File: src/rtl/dntimer8_defs.sv
// Shared state encoding for the dntimer8 loadable down-counting timer.
package dntimer8_defs;

  localparam int STATE_W = 3;

  typedef enum logic [STATE_W-1:0] {
    IDLE  = 3'b000,
    LOAD  = 3'b001,
    RUN   = 3'b010,
    PAUSE = 3'b011,
    DONE  = 3'b100
  } state_t;

endpackage

File: src/rtl/dntimer8_register3_ar.sv
// 3-bit state register with asynchronous active-high reset to 000.
module register3_ar (
  input  logic       clk,
  input  logic       reset,
  input  logic [2:0] d,
  output logic [2:0] q
);

  // NOTE: sequential state uses <= so every flop samples pre-edge values, avoiding races between blocks.
  always_ff @(posedge clk or posedge reset) begin
    if (reset) q <= 3'b000;
    else       q <= d;
  end

endmodule

File: src/rtl/dntimer8.sv
// Loadable down-counting timer: counts a loaded start value to zero and pulses tc in DONE.
module dntimer8
  import dntimer8_defs::*;
#(
  parameter int WIDTH       = 8,
  parameter bit AUTO_RELOAD = 1'b0
) (
  input  logic               clk,
  input  logic               reset,
  input  logic               load,
  input  logic               en,
  input  logic [WIDTH-1:0]   d_in,
  output logic [WIDTH-1:0]   d_out,
  output logic               tc,
  output logic               busy,
  output logic [STATE_W-1:0] o_state
);

  logic [STATE_W-1:0] state;
  logic [STATE_W-1:0] state_nxt;
  logic [WIDTH-1:0]   count;
  logic [WIDTH-1:0]   count_nxt;
  logic [WIDTH-1:0]   reload_reg;
  logic [WIDTH-1:0]   reload_nxt;

  register3_ar u_state_reg (
    .clk   (clk),
    .reset (reset),
    .d     (state_nxt),
    .q     (state)
  );

  always_comb begin
    // NOTE: every output of this block gets a default first so no path leaves a value unassigned (no latch).
    state_nxt  = state;
    count_nxt  = count;
    reload_nxt = reload_reg;
    if (load) begin
      state_nxt  = LOAD;
      count_nxt  = d_in;
      reload_nxt = d_in;
    end else begin
      case (state)
        IDLE: begin
          if (en && count != '0) state_nxt = RUN;
        end
        LOAD: begin
          state_nxt = en ? RUN : PAUSE;
        end
        RUN: begin
          if (!en) begin
            state_nxt = PAUSE;
          end else if (count == '0) begin
            // Only reachable after loading 0; never wrap below zero.
            state_nxt = DONE;
          end else if (count == WIDTH'(1)) begin
            count_nxt = '0;
            state_nxt = DONE;
          end else begin
            count_nxt = count - WIDTH'(1);
          end
        end
        PAUSE: begin
          if (en) state_nxt = RUN;
        end
        DONE: begin
          if (AUTO_RELOAD && reload_reg != '0) begin
            count_nxt = reload_reg;
            state_nxt = en ? RUN : PAUSE;
          end else begin
            state_nxt = IDLE;
          end
        end
        default: state_nxt = IDLE;
      endcase
    end
  end

  always_ff @(posedge clk or posedge reset) begin
    if (reset) begin
      count      <= '0;
      reload_reg <= '0;
    end else begin
      count      <= count_nxt;
      reload_reg <= reload_nxt;
    end
  end

  assign d_out   = count;
  assign tc      = (state == DONE);
  assign busy    = (state == LOAD) || (state == RUN) || (state == PAUSE);
  assign o_state = state;

endmodule

File: config.mk
export PLATFORM = sky130hd
export DESIGN_NAME = dntimer8
export DESIGN_NICKNAME = d
export VERILOG_FILES = /design/src/rtl/dntimer8_defs.sv /design/src/rtl/dntimer8_register3_ar.sv /design/src/rtl/dntimer8.sv
export SDC_FILE = /design/constraint.sdc
export NUM_CORES = 1
export LEC_CHECK = 0
export CAP_MARGIN = 10
export CORE_MARGIN = 2
export CORE_UTILIZATION = 45
export CTS_CLUSTER_DIAMETER = 40
export CTS_CLUSTER_SIZE = 30
export DETAILED_ROUTE_END_ITERATION = 7
export HOLD_SLACK_MARGIN = 0.06
export PLACE_DENSITY = 0.84
export SLEW_MARGIN = 5
export SYNTH_ARGS = -nofsm -noshare
export SYNTH_HDL_FRONTEND = slang
export SYNTH_SLANG_ARGS = --single-unit
File: constraint.sdc
create_clock -name clk -period 2.1 [get_ports clk]
set_input_delay 0.42 -clock clk [delete_from_list [all_inputs] [get_ports clk]]
set_output_delay 0.42 -clock clk [all_outputs]
set_load 0.01 [all_outputs]
* Yosys cells after proc, flatten, opt, wreduce, memory -nomap -nowiden
Index checks and enable logic that the tools add are counted.
** Cells by class
- $add $sub $neg :: 1
- Eq/ne operators :: 9
- Muxes and demuxes :: 13
- Reduce and logical (&&, ||, !) cells :: 10
** Operator list (number)
- 2-to-1 mux 8 bit :: 5
- 2-to-1 mux 3 bit :: 6
- one-hot mux 3 bit (4 select lines) :: 1
- == test 8 x 1 -> 1 bit, second input constant :: 1
- zero test 8 bit :: 1
- nonzero test 8 bit :: 1
- subtractor 8 x 1 -> 8 bit, second input constant :: 1
- == test 3 x 2 -> 1 bit, second input constant :: 2
- inequality test 3 bit, second input constant :: 2
- AND reduction 3 bit :: 2
- inequality test 5 bit, second input constant :: 1
- nonzero test 2 bit :: 2
- == test 3 x 1 -> 1 bit, second input constant :: 1
- == test 3 bit, second input constant :: 1
- zero test 3 bit :: 1
- logical OR 1 bit :: 2
- inequality test 2 bit, second input constant :: 1
- logical AND 1 bit :: 1
- 2-to-1 mux 1 bit :: 1
** Word-level totals
- Register bits :: 11
- Bits of input ports :: 12
- Word-level logic and storage cells :: 35

* Logic depth before layout (Yosys ltp)
- Word-level depth :: 6
- Gate-level depth with buffers :: 6

* By module
Synthesis repeated with hierarchy kept, for this count alone.
** Unflattened totals
- Cell total of the unflattened synthesis :: 81
- Area total of the unflattened synthesis :: 711.9 µm²
** Modules (own cells, without submodules)
- dntimer8 :: times used 1, cells each 77, area an instance 633.1 µm²
- register3_ar :: times used 1, cells each 4, area an instance 78.8 µm²

* Worst setup path after synthesis
No wires, ideal clock.
- Path type :: flip-flop to flip-flop
- Start point :: register count[0], in the netlist d_out[0]
- End point :: register count[2], in the netlist d_out[2]
- Library setup time :: 0.082 ns
- Data arrival time :: 1.477 ns
- Path slack :: 0.541 ns
- Stages on the path, launching flop included :: 7
- Path buffers :: 0
- Cell sequence :: dfrtp_1 > inv_1 > ha_1 > nor4b_4 > a21oi_2 > or2_4 > a22oi_2
** Between the ends
- Word-level cells in the longest chain between the ends :: 6
- Elaborated cells on any way between the ends :: 10
- Classes of those cells :: add/sub: 1; eq/ne: 2; mux: 5; reduce/logical: 2
** RTL lines
- start, declared :: RTL line dntimer8.sv:21 : logic [WIDTH-1:0] count;
- start signal, assigned :: RTL line dntimer8.sv:84 : count <= count_nxt;
- subtractor 8 x 1 -> 8 bit or == test 8 x 1 -> 1 bit (tied branches) :: RTL line dntimer8.sv:60, dntimer8.sv:56
- 2-to-1 mux 8 bit :: RTL line dntimer8.sv:56 : end else if (count == WIDTH'(1)) begin
- 2-to-1 mux 8 bit :: RTL line dntimer8.sv:53 : end else if (count == '0) begin
- 2-to-1 mux 8 bit :: RTL line dntimer8.sv:51 : if (!en) begin
- 2-to-1 mux 8 bit :: RTL line dntimer8.sv:43 : case (state)
- 2-to-1 mux 8 bit :: RTL line dntimer8.sv:38 : if (load) begin
Parallel ways exist; a longest one is shown, timed or not. The select of a mux whose other input is x is not followed.
A chain may end at the register's enable or synchronous reset.

* Final worst setup path
- Start point :: register u_state_reg.q[1]
- End point :: output tc
** Between the ends
- Word-level cells in the longest chain between the ends :: 1
** RTL lines
- start, declared :: RTL line dntimer8_register3_ar.sv:6 : output logic [2:0] q
- start signal, assigned :: RTL line dntimer8_register3_ar.sv:11 : if (reset) q <= 3'b000;
- start signal, assigned :: RTL line dntimer8_register3_ar.sv:12 : else q <= d;
- == test 3 bit :: RTL line dntimer8.sv:90 : assign tc = (state == DONE);
- end, declared :: RTL line dntimer8.sv:14 : output logic tc,
Every way passes these cells.

==> summary.md <==
| Metric | Value |
|---|---|
| Final cell count without fillers | `128` |
| CP required | `1.68 ns` |
| Global-route wire length before repair | `3.187 mm` |
| Max Root-Sink Buffers | `2` |
| Cell taking the most area after synthesis | `dfrtp_1` |
| Final Util | `0.6378` |
| Final net count | `127` |
| Initial core utilization | `0.4704` |
| Post-DP Area | `1049 sq um` |
| CP max FO | `5` |
| Htree depth | `1` |
| Synth warn | `0` |
| CTS Root Cell | `clkbuf_4` |
| Design area | `1077 sq um` |
| Startpoint types | `flip-flop` |
| Initial DRT Pass Iterations | `8` |
| CP Class | `flip-flop to primary output` |
| Gpl congestion | `0.8488` |
| Tcrit/Tclk final | `0.9413` |
| Cells taking the most area after synthesis | `dfrtp_1 (35%), ha_1 (4.7%), nand2_1 (4.3%), nand3_1 (3.8%), inv_1 (3.8%)` |
| Core area | `1689 sq um` |
| Initial antenna violation count | `0` |
| Cell leakage power | `0.4339 nW` |
| Synth top area share | `0.3465` |
| Inst Count DP | `124` |
| Pwr Total | `0.6099 mW` |
| Slew @ Worst Pin | `0.4805 ns` |
| Drc violations | `0` |
| Post-DP HPWL | `1.416 mm` |
| DRT antenna net count | `0` |
| Register area share after synthesis | `0.3465` |
| Slew headroom | `0.6770` |
| Flops & latches, synth | `11` |
| Row cnt | `15` |
| Number of cells produced by synthesis | `83` |
| GRT overflow | `0` |
| N_diodes | `0` |
| Clock-pin slew on the worst setup and hold paths | `0.08 ns` |
| Final setup fails | `0` |
| Die W | `46.02 um` |
| Area Overhead vs Synth | `35.59%` |
| Maximum vdd drop | `0.3023 mV` |
| Final wirelength | `1.881 mm` |
| Hold-fix buffers at CTS | `0` |
| Largest net degree at the start of global routing | `14` |
| Vias in the first global route | `713` |
| Die Y | `46.02 um` |
| Min cycle time layout | `1.977 ns` |
| Total track usage | `0.2135` |
| Post-Syn Nets | `98` |
| Mapped Avg Cell Area | `9.572 sq um` |
| CP arrival | `1.56 ns` |
| Final Hold Violating Endpoints | `0` |
| Worst hold-check path type | `primary input to asynchronous set/reset pin` |
| Clock Skew | `0.002984 ns` |
| Initial drt markers | `23` |
| Max Fclk | `505.9 MHz` |
| Outcome | `finished, final reports clean` |
| Max_cap viols | `0` |
| Library cells used by synthesis | `34` |
| Latest clock arrival within the worst-skew pair | `0.28 ns` |
| Worst hold slack | `0.4370 ns` |
| Layout cells sized above 1 | `0.1712` |
| Vias per cell | `6.102` |
| IO Port Bufs | `24` |
| Slew Limit Fails | `0` |
| Clock sinks | `11` |
| WL per Instance | `14.70 um` |
| Setup TNS | `0 ns` |
| PwrDens | `566.1 nW/um^2` |
| Die Footprint | `2118 sq um` |
| Dpl ws | `0.2171 ns` |
| Final worst slack | `0.1232 ns` |
| Kind of end point of the critical path | `primary output` |
| Number of buffers created by CTS | `3` |
| Synth Cell Area | `794.5 sq um` |
| I/O Pins | `25` |
| Via count | `781` |
| Unrepaired setup endpoints after global routing | `no` |
| CTS tree | `built` |
==> flip-flops by register name, indices dropped and copies added, names as in the netlist <==
name / count
d_out: 8
u_state_reg.q: 3
==> metal layers <==
| metal | up-vias | routed length [um] | track usage |
|---|---|---|---|
| met5 | - | 0 | 0 |
| met4 | 0 | 21 | 0.1086 |
| met3 | 3 | 127 | 0.05556 |
| met2 | 36 | 905 | 0.3111 |
| met1 | 377 | 826 | 0.2878 |
| li1 | 365 | - | - |
==> critical path, stage by stage, from the launching register on <==
cell	delay, ns
dfrtp_1	0.45
nor2_2	0.17
and2_1	0.14
clkdlybuf4s50_1	0.53
==> cells in the mapped netlist <==
| master | n |
|---|---|
| nand2b_1 | 1 |
| nand4bb_4 | 1 |
| nor3b_1 | 1 |
| a32o_1 | 1 |
| nor3_4 | 1 |
| o211ai_2 | 2 |
| a21o_1 | 1 |
| inv_1 | 8 |
| a22oi_2 | 1 |
| inv_2 | 1 |
| o21ai_1 | 1 |
| nand4_1 | 3 |
| a211o_1 | 3 |
| o311ai_1 | 3 |
| and2_1 | 1 |
| buf_6 | 2 |
| nor3_2 | 1 |
| nor4_2 | 1 |
| nor2_1 | 3 |
| nor4_1 | 1 |
| a21oi_1 | 5 |
| or2_4 | 1 |
| nor2_2 | 1 |
| nand2_1 | 9 |
| o31ai_1 | 2 |
| nor4b_4 | 1 |
| nor2b_1 | 1 |
| nor3_1 | 3 |
| nand3_2 | 1 |
| a21oi_2 | 1 |
| a22oi_1 | 1 |
| dfrtp_1 | 11 |
| nand3_1 | 6 |
| ha_1 | 3 |
==> layout make-up <==
type | count | area [sq um]
Sequential cell | 11 | 275.3
Inverter | 9 | 33.78
Tap cell | 17 | 21.27
Multi-Input combinational cell | 61 | 465.4
Timing Repair Buffer | 26 | 255.2
Clock buffer | 4 | 26.28
Fill cell | 141 | 611.8
==> kinds of logic after synthesis <==
kind of cell               after synthesis  synth area share
buffers and inverters                   11           0.07086
and+or+nand+nor                         37            0.3229
AOI/OAI and AO/OA                       21            0.2126
adders and majority gates                3           0.04725
DFF                                     11            0.3465
==> cells in the final DEF (no fill, tap or decap), drive strengths merged, types with 2 or more instances in the layout <==
master,count
o211ai,2
a211o,3
ha,3
buf,2
a22oi,2
nor2,4
o311ai,3
inv,9
nor3,5
nand3,7
a21oi,6
clkbuf,4
nor4,2
nand2,9
clkdlybuf4s50,24
o31ai,2
nand4,3
dfrtp,11
==> repair_timing <==
action,4_1_cts,5_1_grt
endpoints found under the setup margin,0,1
buffers inserted,0,0
resized for setup,0,1
hold endpoints to repair,0,0
==> worst paths after layout <==
path | start | end | depth (start not counted) | slack (ns)
setup / recovery | u_state_reg.q[1] | tc | 3 | 0.12
hold / removal | reset | d_out[0] | 2 | 0.44
setup reg to reg | d_out[0] | d_out[6] | 6 | 0.31
hold reg to reg | u_state_reg.q[2] | u_state_reg.q[0] | 1 | 0.57
max in group asynchronous | reset | d_out[2] | 2 | 1.36
min in group clk | u_state_reg.q[2] | u_state_reg.q[0] | 1 | 0.57
==> power breakdown <==
part           total (mW)  internal (mW)  switching (mW)
Clock               0.155         0.0738          0.0814
Sequential          0.270          0.231          0.0397
Combinational       0.184          0.101          0.0837
Total               0.610          0.405           0.205
No activity file was read; power rests on OpenSTA's default activity.
